===== src/rtl/pipe_ctrl_pkg.sv =====
// Shared types for the pipeline controller: FSM state encodings and the
// per-cycle hazard classification used by pipe_ctrl and its benches.
package pipe_ctrl_pkg;

  typedef enum logic [1:0] {
    INIT    = 2'd0,
    RUN     = 2'd1,
    LDSTALL = 2'd2,
    FREEZE  = 2'd3
  } pipe_state_t;

  typedef enum logic [1:0] {
    CLS_NORMAL   = 2'd0,
    CLS_LOADUSE  = 2'd1,
    CLS_REDIRECT = 2'd2,
    CLS_FREEZE   = 2'd3
  } cycle_class_t;

  // Memory freeze dominates a redirect, which in turn discards a load-use stall.
  function automatic cycle_class_t classify(input logic stall,
                                            input logic branch_taken,
                                            input logic mem_busy);
    cycle_class_t cls;
    if (mem_busy) begin
      cls = CLS_FREEZE;
    end else if (branch_taken) begin
      cls = CLS_REDIRECT;
    end else if (stall) begin
      cls = CLS_LOADUSE;
    end else begin
      cls = CLS_NORMAL;
    end
    return cls;
  endfunction

endpackage


===== src/rtl/pipe_ctrl_sat_counter.sv =====
// Saturating up-counter used for the pipeline performance counters.
module pipe_sat_counter #(
  parameter int WIDTH = 32
) (
  input  logic             clk,
  input  logic             rst_n,
  input  logic             inc,
  output logic [WIDTH-1:0] count
);

  localparam logic [WIDTH-1:0] ONE = {{(WIDTH-1){1'b0}}, 1'b1};

  logic [WIDTH-1:0] count_q;
  logic [WIDTH-1:0] count_d;

  // Next count: step by one unless already pinned at all-ones.
  always_comb begin
    count_d = count_q;
    if (inc && (count_q != {WIDTH{1'b1}})) begin
      count_d = count_q + ONE;
    end else begin
      count_d = count_q;
    end
  end

  // Count register.
  always_ff @(posedge clk or negedge rst_n) begin
    if (!rst_n) begin
      count_q <= {WIDTH{1'b0}};
    end else begin
      count_q <= count_d;
    end
  end

  assign count = count_q;

endmodule


===== src/rtl/pipe_ctrl.sv =====
// Pipeline stall/flush/freeze controller for a 5-stage pipeline.
// Optional perf counters (stall/flush/freeze) are built when PIPE_PERF_CNT_EN is defined.
module pipe_ctrl
  import pipe_ctrl_pkg::*;
#(
  parameter int MAX_STALL = 4,
  parameter int CNT_WIDTH = 32
) (
  input  logic                 clk,
  input  logic                 rst_n,
  input  logic                 stall,
  input  logic                 branch_taken_e,
  input  logic                 mem_busy_m,
  output logic                 pc_en,
  output logic                 fd_en,
  output logic                 de_en,
  output logic                 em_en,
  output logic                 mw_en,
  output logic                 fd_flush,
  output logic                 de_flush,
  output logic [1:0]           state_o,
  output logic                 stall_err
`ifdef PIPE_PERF_CNT_EN
  ,
  output logic [CNT_WIDTH-1:0] stall_cnt,
  output logic [CNT_WIDTH-1:0] flush_cnt,
  output logic [CNT_WIDTH-1:0] freeze_cnt
`endif
);

  localparam int SLW = $clog2(MAX_STALL + 1) + 1;
  localparam logic [SLW-1:0] MAX_STALL_C = SLW'(MAX_STALL);
  localparam logic [SLW-1:0] SL_ONE      = {{(SLW-1){1'b0}}, 1'b1};

  pipe_state_t  state_q, state_d;
  cycle_class_t cls_s;
  logic [SLW-1:0] slen_q, slen_d;
  logic         err_q, err_d;

  // Next state, consecutive-stall tracking and the enable/flush set for this cycle.
  always_comb begin
    state_d  = state_q;
    slen_d   = slen_q;
    pc_en    = 1'b1;
    fd_en    = 1'b1;
    de_en    = 1'b1;
    em_en    = 1'b1;
    mw_en    = 1'b1;
    fd_flush = 1'b0;
    de_flush = 1'b0;
    cls_s    = classify(stall, branch_taken_e, mem_busy_m);
    if (state_q == INIT) begin
      pc_en    = 1'b0;
      fd_flush = 1'b1;
      de_flush = 1'b1;
      state_d  = RUN;
    end else begin
      case (cls_s)
        CLS_FREEZE: begin
          pc_en   = 1'b0;
          fd_en   = 1'b0;
          de_en   = 1'b0;
          em_en   = 1'b0;
          mw_en   = 1'b0;
          state_d = FREEZE;
        end
        CLS_REDIRECT: begin
          fd_flush = 1'b1;
          de_flush = 1'b1;
          slen_d   = {SLW{1'b0}};
          state_d  = RUN;
        end
        CLS_LOADUSE: begin
          // Hold PC and IF/ID, inject a bubble into ID/EX.
          pc_en    = 1'b0;
          fd_en    = 1'b0;
          de_flush = 1'b1;
          slen_d   = (slen_q == {SLW{1'b1}}) ? slen_q : slen_q + SL_ONE;
          state_d  = LDSTALL;
        end
        default: begin
          slen_d  = {SLW{1'b0}};
          state_d = RUN;
        end
      endcase
    end
    err_d = err_q | (slen_d > MAX_STALL_C);
  end

  // State, stall-length and sticky error registers.
  always_ff @(posedge clk or negedge rst_n) begin
    if (!rst_n) begin
      state_q <= INIT;
      slen_q  <= {SLW{1'b0}};
      err_q   <= 1'b0;
    end else begin
      state_q <= state_d;
      slen_q  <= slen_d;
      err_q   <= err_d;
    end
  end

  assign state_o   = state_q;
  assign stall_err = err_q;

`ifdef PIPE_PERF_CNT_EN
  logic active_s;
  assign active_s = (state_q != INIT);

  pipe_sat_counter #(.WIDTH(CNT_WIDTH)) u_stall_cnt (
    .clk   (clk),
    .rst_n (rst_n),
    .inc   (active_s && (cls_s == CLS_LOADUSE)),
    .count (stall_cnt)
  );

  pipe_sat_counter #(.WIDTH(CNT_WIDTH)) u_flush_cnt (
    .clk   (clk),
    .rst_n (rst_n),
    .inc   (active_s && (cls_s == CLS_REDIRECT)),
    .count (flush_cnt)
  );

  pipe_sat_counter #(.WIDTH(CNT_WIDTH)) u_freeze_cnt (
    .clk   (clk),
    .rst_n (rst_n),
    .inc   (active_s && (cls_s == CLS_FREEZE)),
    .count (freeze_cnt)
  );
`endif

endmodule

===== config.mk =====
export PLATFORM = sky130hd
export DESIGN_NAME = pipe_ctrl
export DESIGN_NICKNAME = d
export VERILOG_FILES = /design/src/rtl/pipe_ctrl_pkg.sv /design/src/rtl/pipe_ctrl_sat_counter.sv /design/src/rtl/pipe_ctrl.sv
export SDC_FILE = /design/constraint.sdc
export NUM_CORES = 1
export LEC_CHECK = 0
export ABC_AREA = 0
export BUFFER_PORTS_ARGS = -buffer_cell sky130_fd_sc_hd__buf_2
export CAP_MARGIN = 20
export CORE_AREA = 4 4 41 43
export CTS_CLUSTER_SIZE = 12
export DETAILED_ROUTE_END_ITERATION = 8
export DIE_AREA = 0 0 45 47
export GPL_ROUTABILITY_DRIVEN = 0
export GPL_TIMING_DRIVEN = 0
export RECOVER_POWER = 50
export SYNTH_ARGS = -nofsm -noshare
export SYNTH_HDL_FRONTEND = slang
export SYNTH_SLANG_ARGS = --single-unit

===== constraint.sdc =====
create_clock -name clk -period 4.7 [get_ports clk]
set_input_delay 1.175 -clock clk [delete_from_list [all_inputs] [get_ports clk]]
set_output_delay 1.175 -clock clk [all_outputs]
set_load 0.02 [all_outputs]

### Word level (Yosys, flattened, before mapping)

Cells that the tools add are included.

| storage, ports and cells | value |
|---|---|
| flip-flop bits (word level) | 7 |
| word-level logic and storage cells | 30 |

| operators by class | value |
|---|---|
| add/subtract/negate cells | 1 |
| order comparisons | 1 |
| equal/unequal tests | 4 |
| multiplexer cells | 17 |
| bitwise gates (word level) | 1 |
| reductions and logical operators | 3 |

Operators with widths:

| cell | number |
|---|---|
| 2-to-1 mux 1 bit | 10 |
| 2-to-1 mux 4 bit | 2 |
| case mux 4 bit (2 select lines) | 1 |
| 2-to-1 mux 2 bit | 3 |
| adder 4 x 1 -> 4 bit (second input constant) | 1 |
| equality test 2 bit (second input constant) | 2 |
| equality test 4 bit (second input constant) | 1 |
| greater-than comparator 4 x 3 -> 1 bit (second input constant) | 1 |
| case mux 2 bit (2 select lines) | 1 |
| OR reduction 2 bit | 2 |
| equality test 2 x 1 -> 1 bit (second input constant) | 1 |
| logical NOT 2 bit | 1 |
| bitwise OR 1 bit | 1 |

### Longest topological paths before layout

| logic depth | value |
|---|---|
| depth in word-level cells | 8 |
| depth in mapped cells | 7 |
| gate-level depth less buffers | 7 |

### Worst setup path before layout

OpenSTA, ideal clock, no wires.

| timing | value |
|---|---|
| kind | input -> output |
| start | in stall |
| end | out em_en |
| arrival | 2.199 ns |
| slack | 1.326 ns |
| stages | 5 |
| buffers on the path | 1 |
| cell sequence | nor2b_1 or2_2 ha_1 nand2_1 buf_4 |

| between the ends | value |
|---|---|
| longest elaborated chain between the ends | 6 |

RTL lines:

| element | RTL line | text |
|---|---|---|
| from (decl) | pipe_ctrl.sv:11 | `input logic stall,` |
| 2-to-1 mux 1 bit | pipe_ctrl_pkg.sv:28 | `end else if (stall) begin` |
| 2-to-1 mux 2 bit | pipe_ctrl_pkg.sv:26 | `end else if (branch_taken) begin` |
| 2-to-1 mux 2 bit | pipe_ctrl_pkg.sv:24 | `if (mem_busy) begin` |
| equality test 2 bit | -- |  |
| 2-to-1 mux 1 bit (2 in series) | -- |  |
| to (decl) | pipe_ctrl.sv:17 | `output logic em_en,` |

Every way passes these cells.

### Worst setup path after layout

| timing | value |
|---|---|
| start | in stall |
| end | out de_flush |

| between the ends | value |
|---|---|
| longest elaborated chain between the ends | 7 |
| elaborated cells on any way between the ends | 8 |

RTL lines:

| element | RTL line | text |
|---|---|---|
| 2-to-1 mux 1 bit (*) | pipe_ctrl_pkg.sv:28 |  |
| 2-to-1 mux 2 bit (*) | pipe_ctrl_pkg.sv:26 |  |
| 2-to-1 mux 2 bit (*) | pipe_ctrl_pkg.sv:24 |  |
| equality test 2 x 1 -> 1 bit or equality test 2 bit (tied branches) | pipe_ctrl.sv:58 | `case (cls_s)` |
| OR reduction 2 bit (no source line) (*) | -- |  |
| 2-to-1 mux 1 bit (*) | pipe_ctrl.sv:58 |  |
| 2-to-1 mux 1 bit (*) | pipe_ctrl.sv:52 | `if (state_q == INIT) begin` |
| to (decl) | pipe_ctrl.sv:20 | `output logic de_flush,` |

Every way passes the cells marked *; elsewhere a longest branch is shown, timed or not.

==> flow_metrics.py <==
metrics = {
    "critical_path": {
        "endpoint_kind": "primary output",
        "crit_chain": "buf_2, nor2b_1, or2_2, ha_1, nand2b_1, buf_2",
        "critPathTopFamily": "simple AND/OR/NAND/NOR gates",
        "crit_start": "stall",
        "crit_path_frequent_cell": "buf_2",
        "cp.arrival_ns": 2.34,
        "crit_type": "input port to primary output",
        "cp.required_ns": 3.52,
        "r2r_cells": 4,
        "start_kind": "input port",
        "r2r_end": "stall_err$_DFF_PN0_",
        "critPathBufInv": 2,
        "cp.depth": 6,
        "cp_max_fo": 5,
        "crit_path_end": "de_flush",
        "slowest_delay_ns": 0.33,
        "r2r_start": "slen_q[0]$_DFF_PN0_",
        "worst-r2r-setup-slack_ns": 3.19,
        "crit_slowest_cell": "or2_2",
    },
    "clock_tree": {
        "htree_levels": 1,
        "numCtsBuffers": 3,
        "clk_pin_slew_ns": 0.05,
        "post_cts_buffers": 0,
        "tritoncts": "yes",
        "clk_latency_ns": 0.25,
        "cts_resized": 0,
        "root_buffer": "clkbuf_4",
        "clock_sinks": 7,
        "holdBufCountCts": 0,
        "cts.path.max_buffers": 2,
    },
    "synthesis": {
        "ys_seq_area_frac": 0.371,
        "synth_top_family_by_area": "simple AND/OR/NAND/NOR gates",
        "synth_xor_area_frac": 0,
        "netlist_top_cells_area": "dfrtp_1, ha_1, o2111ai_1",
        "ys_ff_latch": 7,
        "synth_flop_cell": "dfrtp_1",
        "syn-num-nets": 62,
        "async_reset_ff_frac": 1.00,
        "synth_area_um2": 472,
        "synth_edf_count": 0,
        "synth-simple-area-share": 0.233,
        "synthTopCellsByCount": "dfrtp_1, nand2_1, inv_1",
        "ys.warnings.count": 0,
        "synth_top_area_frac": 0.371,
        "synthMuxAreaShare": 0,
        "yosysMostFrequentCell": "dfrtp_1",
        "syn_avg_cell_area_um2": 8.90,
        "synth_cell_type_count": 22,
        "synth_top_cell_by_area": "dfrtp_1",
        "synth_compound_area_frac": 0.207,
        "synthCells": 53,
        "synthAdderAreaFrac": 0.106,
    },
    "grt": {
        "grt_max_degree": 9,
        "grt_pass1_wl_um": 1490,
        "grt-ovfl-total": 0,
        "grt_use_total": 0.102,
        "antenna_found_initial": 0,
        "grt_pass1_vias": 382,
    },
    "cells_and_area": {
        "multi_input_area_um2": 258,
        "diodes": 0,
        "finalNonFillerCells": 86,
        "fin_nets": 81,
        "drive_gt1_frac": 0.254,
        "area_growth_pct": 23.1,
        "seqCellArea_um2": 175,
        "final_area_um2": 581,
        "final_core_util": 0.446,
        "nFillCells": 139,
    },
    "detailed_routing": {
        "drt-wirelength-per-cell_um": 10.3,
        "ant_nets": 0,
        "vias": 428,
        "route.detailed.drc": 0,
        "drt-vias-per-instance": 4.98,
        "dr.pass1.iters": 3,
        "drt-initial-drc-count": 3,
        "finalWirelength_um": 887,
    },
    "power_and_ir_drop": {
        "power_mw": 0.157,
        "leakagePower_nw": 0.307,
        "peakVddDrop_uv": 180,
        "power.density_nw_per_um2": 270,
    },
    "flow_run": {
        "max_cap_viol_count": 0,
    },
    "timing": {
        "finalCritPeriodShare": 0.748,
        "final.setup.tns_ns": 0,
        "setup_violations": 0,
        "final-max-slew-violation-count": 0,
        "rsz0062_at_grt": "no",
        "setup_slack_ns": 1.19,
        "skew_ns": 0.00335,
        "hold_violations": 0,
        "worst_pin_slew_ns": 0.351,
        "slew_headroom": 0.766,
        "hold_ws_ns": 0.471,
        "period_minus_slack_ns": 3.51,
        "fmax_mhz": 285,
    },
    "die": {
        "core-area_um2": 1300,
        "initial_core_util": 0.362,
        "rows": 13,
        "die_w_um": 45,
        "die-area_um2": 2120,
        "die_y_um": 47,
        "ios": 15,
    },
    "placement": {
        "placed_area_um2": 561,
        "dp_hpwl_um": 735,
        "pre_cts_ws_ns": 1.17,
        "place_inst": 82,
        "port_buffers": 14,
    },
    "hold_path": {
        "hp-class": "flip-flop to flip-flop",
    },
    "outcome": {
        "status": "finished clean",
    },
}
==> sequential cells by signal, indices dropped and copies added, names as in the netlist <==
| signal | cells |
|---|---|
| slen_q | 4 |
| stall_err | 1 |
| state_o | 2 |
==> worst min path at each step <==
stage	slack, ns	endpoint	cells after the start	from
2_1_floorplan	0.48	slen_q[1]$_DFF_PN0_	2	slen_q[1]$_DFF_PN0_
3_3_place_gp	0.45	stall_err$_DFF_PN0_	1	stall_err$_DFF_PN0_
3_5_place_dp	0.46	stall_err$_DFF_PN0_	1	stall_err$_DFF_PN0_
4_1_cts	0.47	stall_err$_DFF_PN0_	1	stall_err$_DFF_PN0_
5_1_grt	0.51	stall_err$_DFF_PN0_	1	stall_err$_DFF_PN0_
6_report	0.47	stall_err$_DFF_PN0_	1	stall_err$_DFF_PN0_
==> layer usage <==
layer  track usage  vias to the layer above  routed length [um]
met5             0                        -                   0
met3        0.0613                        2                  94
met1         0.104                      188                 388
li1              -                      221                   -
met4        0.0526                        0                   6
met2         0.164                       17                 397
==> cells in the final DEF (no fill, tap or decap), types with 2 or more instances in the layout <==
cell type,netlist,routed
buf_2,0,9
buf_4,2,2
clkbuf_1,0,6
clkbuf_4,0,3
dfrtp_1,7,7
ha_1,4,4
inv_1,5,5
nand2_1,6,6
nand2b_1,2,2
nor2_1,3,3
nor2b_1,3,3
o2111ai_1,3,3
o21ai_0,4,4
or2_2,3,3
==> where the power goes <==
group / total [mW] / switching, mW / internal, mW
Clock: 0.0537 / 0.0213 / 0.0323
Combinational: 0.0372 / 0.0225 / 0.0147
Sequential: 0.0660 / 0.00267 / 0.0633
Total: 0.157 / 0.0465 / 0.110
==> cell type report <==
class / count / share of cell area
Buffer: 3 / 0.0345
Clock buffer: 4 / 0.0453
Inverter: 5 / 0.0323
Multi-Input combinational cell: 38 / 0.444
Sequential cell: 7 / 0.302
Tap cell: 15 / 0.0323
Timing Repair Buffer: 14 / 0.110
==> logic make-up (layout without fill, tap and decap cells) <==
family          count (synthesis)  count (layout)
fa+ha+maj                       4               4
buf+inv                         8              26
flops                           7               7
compound gates                 13              13
simple gates                   21              21
Power figures use the tool's default switching activity.
